**config.mk**
```make
export PLATFORM = sky130hd
export DESIGN_NAME = keypad_scan_ctrl
export DESIGN_NICKNAME = d
export VERILOG_FILES = /design/src/rtl/keypad_scan_ctrl.sv
export SDC_FILE = /design/constraint.sdc
export NUM_CORES = 1
export LEC_CHECK = 0
export CAP_MARGIN = 25
export CELL_PAD_IN_SITES_DETAIL_PLACEMENT = 0
export CELL_PAD_IN_SITES_GLOBAL_PLACEMENT = 1
export CORE_AREA = 2 2 71 73
export DETAILED_ROUTE_END_ITERATION = 16
export DIE_AREA = 0 0 73 75
export PLACE_DENSITY = 0.78
export SETUP_SLACK_MARGIN = 0.1
export SYNTH_ARGS = -nofsm -noshare
export SYNTH_HDL_FRONTEND = slang
export SYNTH_SLANG_ARGS = --single-unit
export TNS_END_PERCENT = 30
```
**constraint.sdc**
```tcl
create_clock -name i_clk -period 4 [get_ports i_clk]
set_input_delay 0.8 -clock i_clk [delete_from_list [all_inputs] [get_ports i_clk]]
set_output_delay 0.8 -clock i_clk [all_outputs]
set_load 0.005 [all_outputs]
```
**src/rtl/keypad_scan_ctrl.sv**
```systemverilog
// keypad_scan_ctrl: 4x4 matrix keypad scanner with press/release debounce, ghost rejection and key-code FIFO.
// Latency: 2-cycle column synchronizer; a code is pushed DEBOUNCE edges after the scan sample and is visible one cycle later.
// Backpressure: o_key_valid/i_key_ready handshake on the FIFO head; a push into a full FIFO without a pop is dropped and sets sticky o_overflow.
module keypad_scan_ctrl #(
    parameter int SCAN_DIV   = 4,
    parameter int DEBOUNCE   = 8,
    parameter int FIFO_DEPTH = 4
) (
    input  logic       i_clk,
    input  logic       i_reset,
    input  logic [3:0] i_col,
    output logic [3:0] o_row,
    output logic [3:0] o_key_code,
    output logic       o_key_valid,
    input  logic       i_key_ready,
    output logic       o_pressed,
    output logic       o_overflow
);

    localparam int DW = (SCAN_DIV > 1) ? $clog2(SCAN_DIV) : 1;
    localparam int CW = (DEBOUNCE > 1) ? $clog2(DEBOUNCE) : 1;
    localparam int AW = (FIFO_DEPTH > 1) ? $clog2(FIFO_DEPTH) : 1;

    localparam logic [DW-1:0] DWELL_LAST = DW'(SCAN_DIV - 1);
    localparam logic [CW-1:0] CNT_LAST   = CW'(DEBOUNCE - 1);
    localparam logic [AW:0]   FIFO_FULL  = (AW+1)'(FIFO_DEPTH);

    typedef enum logic [1:0] {
        ST_SCAN = 2'd0,
        ST_DEB  = 2'd1,
        ST_HELD = 2'd2,
        ST_REL  = 2'd3
    } state_t;

    state_t r_state;
    state_t w_state_nxt;

    // Column synchronizer and scan datapath
    logic [3:0]    r_col_m;
    logic [3:0]    r_col_s;
    logic [1:0]    r_row_idx;
    logic [DW-1:0] r_dwell;
    logic [CW-1:0] r_cnt;
    logic [3:0]    r_cap;

    // Key-code FIFO
    logic [3:0]    r_mem [FIFO_DEPTH];
    logic [AW-1:0] r_wr_ptr;
    logic [AW-1:0] r_rd_ptr;
    logic [AW:0]   r_count;
    logic          r_overflow;

    // Decoded conditions
    logic       w_col_zero;
    logic       w_col_match;
    logic       w_sample;
    logic       w_cnt_done;
    logic       w_cap_onehot;
    logic [1:0] w_col_idx;
    logic [3:0] w_new_code;

    // Datapath controls from the FSM output decode
    logic w_dwell_inc;
    logic w_dwell_clr;
    logic w_row_adv;
    logic w_row_home;
    logic w_cnt_inc;
    logic w_cnt_clr;
    logic w_cap_ld;
    logic w_push_req;

    // FIFO handshake
    logic w_pop;
    logic w_full;
    logic w_push;

    // Two-flop synchronizer: the column lines are asynchronous to the clock
    always_ff @(posedge i_clk or posedge i_reset) begin
        if (i_reset) begin
            r_col_m <= 4'b0;
            r_col_s <= 4'b0;
        end else begin
            r_col_m <= i_col;
            r_col_s <= r_col_m;
        end
    end

    // Condition decode shared by next-state and output logic
    always_comb begin
        w_col_zero   = (r_col_s == 4'b0);
        w_col_match  = (r_col_s == r_cap);
        w_sample     = (r_dwell == DWELL_LAST);
        w_cnt_done   = (r_cnt == CNT_LAST);
        // More than one set column bit means a ghost/multi-key pattern
        w_cap_onehot = (r_cap != 4'b0) && ((r_cap & (r_cap - 4'd1)) == 4'b0);
    end

    // Column index of the captured one-hot pattern
    always_comb begin
        w_col_idx = 2'd0;
        case (r_cap)
            4'b0001: w_col_idx = 2'd0;
            4'b0010: w_col_idx = 2'd1;
            4'b0100: w_col_idx = 2'd2;
            4'b1000: w_col_idx = 2'd3;
            default: w_col_idx = 2'd0;
        endcase
    end

    assign w_new_code = {r_row_idx, w_col_idx};

    // FSM state register
    always_ff @(posedge i_clk or posedge i_reset) begin
        if (i_reset) begin
            r_state <= ST_SCAN;
        end else begin
            r_state <= w_state_nxt;
        end
    end

    // FSM next-state logic
    always_comb begin
        w_state_nxt = r_state;
        case (r_state)
            ST_SCAN: begin
                if (w_sample && !w_col_zero) begin
                    w_state_nxt = ST_DEB;
                end
            end
            ST_DEB: begin
                if (!w_col_match) begin
                    w_state_nxt = ST_SCAN;
                end else if (w_cnt_done) begin
                    w_state_nxt = ST_HELD;
                end
            end
            ST_HELD: begin
                // Column changes while still nonzero are ignored: no auto-repeat
                if (w_col_zero) begin
                    w_state_nxt = ST_REL;
                end
            end
            ST_REL: begin
                if (!w_col_zero) begin
                    w_state_nxt = ST_HELD;
                end else if (w_cnt_done) begin
                    w_state_nxt = ST_SCAN;
                end
            end
            default: w_state_nxt = ST_SCAN;
        endcase
    end

    // FSM output decode: datapath controls and the pressed flag
    always_comb begin
        w_dwell_inc = 1'b0;
        w_dwell_clr = 1'b0;
        w_row_adv   = 1'b0;
        w_row_home  = 1'b0;
        w_cnt_inc   = 1'b0;
        w_cnt_clr   = 1'b0;
        w_cap_ld    = 1'b0;
        w_push_req  = 1'b0;
        o_pressed   = (r_state == ST_HELD) || (r_state == ST_REL);
        case (r_state)
            ST_SCAN: begin
                if (w_sample) begin
                    w_dwell_clr = 1'b1;
                    if (w_col_zero) begin
                        w_row_adv = 1'b1;
                    end else begin
                        // Row holds while the press is debounced
                        w_cap_ld  = 1'b1;
                        w_cnt_clr = 1'b1;
                    end
                end else begin
                    w_dwell_inc = 1'b1;
                end
            end
            ST_DEB: begin
                if (!w_col_match) begin
                    w_row_adv   = 1'b1;
                    w_dwell_clr = 1'b1;
                end else if (!w_cnt_done) begin
                    w_cnt_inc = 1'b1;
                end else begin
                    // Ghost patterns enter HELD so they are waited out, but never coded
                    w_push_req = w_cap_onehot;
                end
            end
            ST_HELD: begin
                if (w_col_zero) begin
                    w_cnt_clr = 1'b1;
                end
            end
            ST_REL: begin
                if (w_col_zero) begin
                    if (w_cnt_done) begin
                        w_row_home  = 1'b1;
                        w_dwell_clr = 1'b1;
                    end else begin
                        w_cnt_inc = 1'b1;
                    end
                end
            end
            default: begin
                w_dwell_clr = 1'b1;
            end
        endcase
    end

    // Scan datapath: row index, dwell counter, debounce counter, captured columns
    always_ff @(posedge i_clk or posedge i_reset) begin
        if (i_reset) begin
            r_row_idx <= 2'd0;
            r_dwell   <= '0;
            r_cnt     <= '0;
            r_cap     <= 4'b0;
        end else begin
            if (w_row_home) begin
                r_row_idx <= 2'd0;
            end else if (w_row_adv) begin
                r_row_idx <= r_row_idx + 2'd1;
            end
            if (w_dwell_clr) begin
                r_dwell <= '0;
            end else if (w_dwell_inc) begin
                r_dwell <= r_dwell + DW'(1);
            end
            if (w_cnt_clr) begin
                r_cnt <= '0;
            end else if (w_cnt_inc) begin
                r_cnt <= r_cnt + CW'(1);
            end
            if (w_cap_ld) begin
                r_cap <= r_col_s;
            end
        end
    end

    assign o_row = 4'b0001 << r_row_idx;

    // FIFO handshake: a pop in the same cycle frees room for a push into a full FIFO
    assign w_pop  = o_key_valid && i_key_ready;
    assign w_full = (r_count == FIFO_FULL);
    assign w_push = w_push_req && (!w_full || w_pop);

    // FIFO storage; contents are masked by the count so no reset is needed
    always_ff @(posedge i_clk) begin
        if (w_push) begin
            r_mem[r_wr_ptr] <= w_new_code;
        end
    end

    // FIFO pointers, occupancy count and sticky overflow flag
    always_ff @(posedge i_clk or posedge i_reset) begin
        if (i_reset) begin
            r_wr_ptr   <= '0;
            r_rd_ptr   <= '0;
            r_count    <= '0;
            r_overflow <= 1'b0;
        end else begin
            if (w_push) begin
                r_wr_ptr <= r_wr_ptr + AW'(1);
            end
            if (w_pop) begin
                r_rd_ptr <= r_rd_ptr + AW'(1);
            end
            case ({w_push, w_pop})
                2'b10:   r_count <= r_count + (AW+1)'(1);
                2'b01:   r_count <= r_count - (AW+1)'(1);
                default: r_count <= r_count;
            endcase
            if (w_push_req && w_full && !w_pop) begin
                r_overflow <= 1'b1;
            end
        end
    end

    assign o_key_valid = (r_count != '0);
    assign o_key_code  = o_key_valid ? r_mem[r_rd_ptr] : 4'b0;
    assign o_overflow  = r_overflow;

endmodule

```
==> results.md <==
- IO Pins: 18
- Remaining global-route overflow: 0
- Leak: about 1.1 nW
- Largest net degree at the start of global routing: 17
- Worst setup margin: slightly above 0.8 ns
- CP max stage cell: or3b_2
- Finished layout cell area: 0.00249 sq mm
- Filler cell count: about 370
- Critical path fanouts, max: 11
- Power per standard cell area: 632 mW/mm^2
- Slew margin rel.: 56.1%
- Worst setup EP type: register
- Share of the synthesized area in the top cell type: between 30 and 40%
- Cts hold-fix bufs: 0
- DRC viols: 0
- CP peak stage delay: roughly 0.51 ns
- Total die area: 0.00548 sq mm
- Most used DFF post-synth: dfrtp_1
- First-pass GRT wire length: 5.97 mm
- Area after DPL: ~0.0024 sq mm
- Rows: 25
- GRT Overall Usage: between 10% and 20%
- Vias in the first global route: between 1000 and 1500
- Peak supply drop: ~0.32 mV
- Largest cells by area after synthesis: dfrtp_1 34%, edfxtp_1 22%, ha_1 6.4%, xnor2_1 4.5%, mux4_2 4.2%
- Setup Buffers After CTS: 0
- Final GP Congestion: 0.851
- Synth Area per Inst: ~13 sq um
- Post_cts resized: 0
- Worst EP required: between 4 and 5 ns
- Synth Instances: 168
- DRT iter0 DRCs: 38
- Root Buffer: clkbuf_8
- Slew Limit Fails: 0
- CTS H-Tree Depth: 2
- Num CTS Buffers: 5
- Starting density of the core: between 40% and 50%
- Largest area contributor in the synthesized netlist: dfrtp_1
- Critical path class: register to register
- Detail Route Antenna Nets: 0
- Max Clock Freq: approximately 0.31 GHz
- Critical Path Start: r_cap[2]$_DFFE_PP0P_
- Diode count: 0
- Worst slew pin tran: 0.658 ns
- Core area: between 0.004 and 0.005 sq mm
- Die width: approximately 73 microns
- Area grow syn2layout: 15.6%
- RSZ-0062 raised after global routing: no
- Number of clock sinks: 45
- Initial antenna violation count: 0
- Internal power: about 1.1 mW
- Cell chain of the critical path: xnor2_1 > nand4_1 > a2111oi_4 > buf_4 > nor2_1 > fa_1 > or3b_2 > and3_4 > a311o_1
- Worst min-delay path class: register to register
- Power Total: 1.58 mW
- Pre-CTS setup slack: 0.830 ns
- Final Hold Fails: 0
- Number of enable flip-flop cells after synthesis: 16
- Mapped Area: between 0.002 and 0.0025 sq mm
- Vias per std cell: around 5.3
- DPL Wire Length: approximately 2.6 mm
- Final min period: between 3 and 4 ns
- Buffers on Ports: 17
- Worst EP arrival: between 3 and 4 ns
- Seq/Total Area, Yosys: about 56%
- Clock skew: 0.00320 ns
- Setup_tns: 0 ns
- Worst-Skew Late Latency: just under 0.3 ns
- Final period util: around four fifths
- Final setup viols: 0
- Multi-input gate area: 872 sq um
- Final WL: approximately 3.4 mm
- Fin nets: 204
- Flops & latches, synth: 45
- Vias after detailed routing: roughly 1300
- Outcome: finished, final reports clean
- RR Startpoint: r_cap[2]$_DFFE_PP0P_
- First-pass iteration count of the detailed router: 4
- CTS tree: yes
- Routed len/inst: about 14 microns
- Startpoint Class: register
- Fraction of power spent switching nets: roughly 31%
- Sequential power share: between 40 and 50%
- Clock Path Buffers: 2
- Die Span Y: 75 microns
- Clk slew on worst S/H paths: around 0.080 ns
- Hold Crit Start: r_col_m[1]$_DFF_PP0_
- Gate power share: around a third
- Ys async rst share: between 60 and 70%
- Reg area: roughly 0.0012 sq mm
- Clock power frac: around 22%
- Number of distinct library cells after synthesis: 44
- Share of cells above drive strength 1: 11.8%
- YS warnings: 0
- Net Count, Synth: around 190
- Number of max-cap violations: 0
- P_sw: a little under 0.5 mW
[layer usage]
metal | track usage (%) | vias up | part of all wire (%)
li1 | - | 619 | -
met1 | 17.5 | 617 | 44
met2 | 24.5 | 29 | 51
met3 | 3.75 | 4 | 4.2
met4 | 7.20 | 0 | 1.3
met5 | 0 | - | 0
[layout make-up]
class | count | area share, %
clock buffers | 6 | 3.06
clock inverters | 2 | 1.56
repair buffers | 19 | 8.23
well taps | 54 | 2.71
multi-input cells | 107 | 35.0
inverters | 7 | 1.05
flip-flops and latches | 45 | 48.4
[registers in the layout (all words and copies together) (netlist names)]
register / count
r_state: 2
r_cnt: 3
r_col_s: 4
r_rd_ptr: 2
r_dwell: 2
r_wr_ptr: 2
r_row_idx: 2
o_overflow: 1
r_mem: 16
r_count: 3
r_cap: 4
r_col_m: 4
[cell usage in the layout, fill, tap and decap left out, types with 5 or more instances in the layout]
cell type	instances
and2_1	8
inv_1	7
ha_1	11
xnor2_1	11
edfxtp_1	16
dfrtp_1	29
nand2_1	9
clkbuf_8	5
nor2_1	16
clkdlybuf4s50_1	17
[synthesized netlist by cell type (all sizes together) (2+ instances only)]
cell type	number
a21oi	3
a22o	4
and2	8
and3	2
buf	4
clkbuf	5
dfrtp	29
edfxtp	16
ha	11
inv	7
mux2i	2
mux4	4
nand2	9
nand3	4
nand3b	2
nor2	16
nor3	3
nor4b	2
o21ai	3
or2	2
xnor2	11
xor2	3
[critical path: cells and delay by family, from the launching register on]
family | cells | cell delay, ns
XOR/XNOR | 1 | 0.22
AND/OR/NAND/NOR | 4 | 1.06
buffers and inverters | 1 | 0.23
adder cells (fa/ha/maj) | 1 | 0.43
flip-flops | 1 | 0.47
AO/OA/AOI/OAI | 2 | 0.66
[power groups by stage]
stage | Sequential [mW] | Combinational (mW) | Clock [mW]
after floorplan | 0.654 | 0.427 | 0
after global placement | 0.710 | 0.507 | 0
after detailed placement | 0.721 | 0.533 | 0
after CTS | 0.712 | 0.536 | 0.350
after global routing | 0.729 | 0.593 | 0.370
final | 0.710 | 0.527 | 0.339
[stage by stage]
step / util (%) / hold slack [ns] / cells
finish: 53.5 / 0.352 / 240
global route: 53.5 / 0.359 / 240
CTS: 53.5 / 0.355 / 240
detailed placement: 51.0 / 0.335 / 232
global placement: 50.4 / 0.334 / 231
floorplan: - / 0.331 / 168
[kinds of logic after synthesis]
logic type,share of synthesized area [%]
AOI/OAI and AO/OA,7.14
xor gates and xnor gates,5.69
adders and majority gates,7.31
buffers and inverters,3.60
DFF,55.9
muxes,5.63
and+or+nand+nor,14.7
[final timing paths]
| kind | endpoint | slack [ns] | depth (start not counted) |
|---|---|---|---|
| worst min register to register | r_col_s[1]$_DFF_PP0_ | 0.35 | 0 |
| max in group asynchronous | r_count[1]$_DFFE_PP0P_ | 2.60 | 3 |
| worst min-delay path | r_col_s[1]$_DFF_PP0_ | 0.35 | 0 |
| min in group asynchronous | r_cnt[0]$_DFFE_PP0P_ | 0.90 | 2 |
| worst max register to register | r_count[2]$_DFFE_PP0P_ | 0.81 | 9 |
| worst max-delay path | r_count[2]$_DFFE_PP0P_ | 0.81 | 9 |
(Power assumes the default switching activity.)
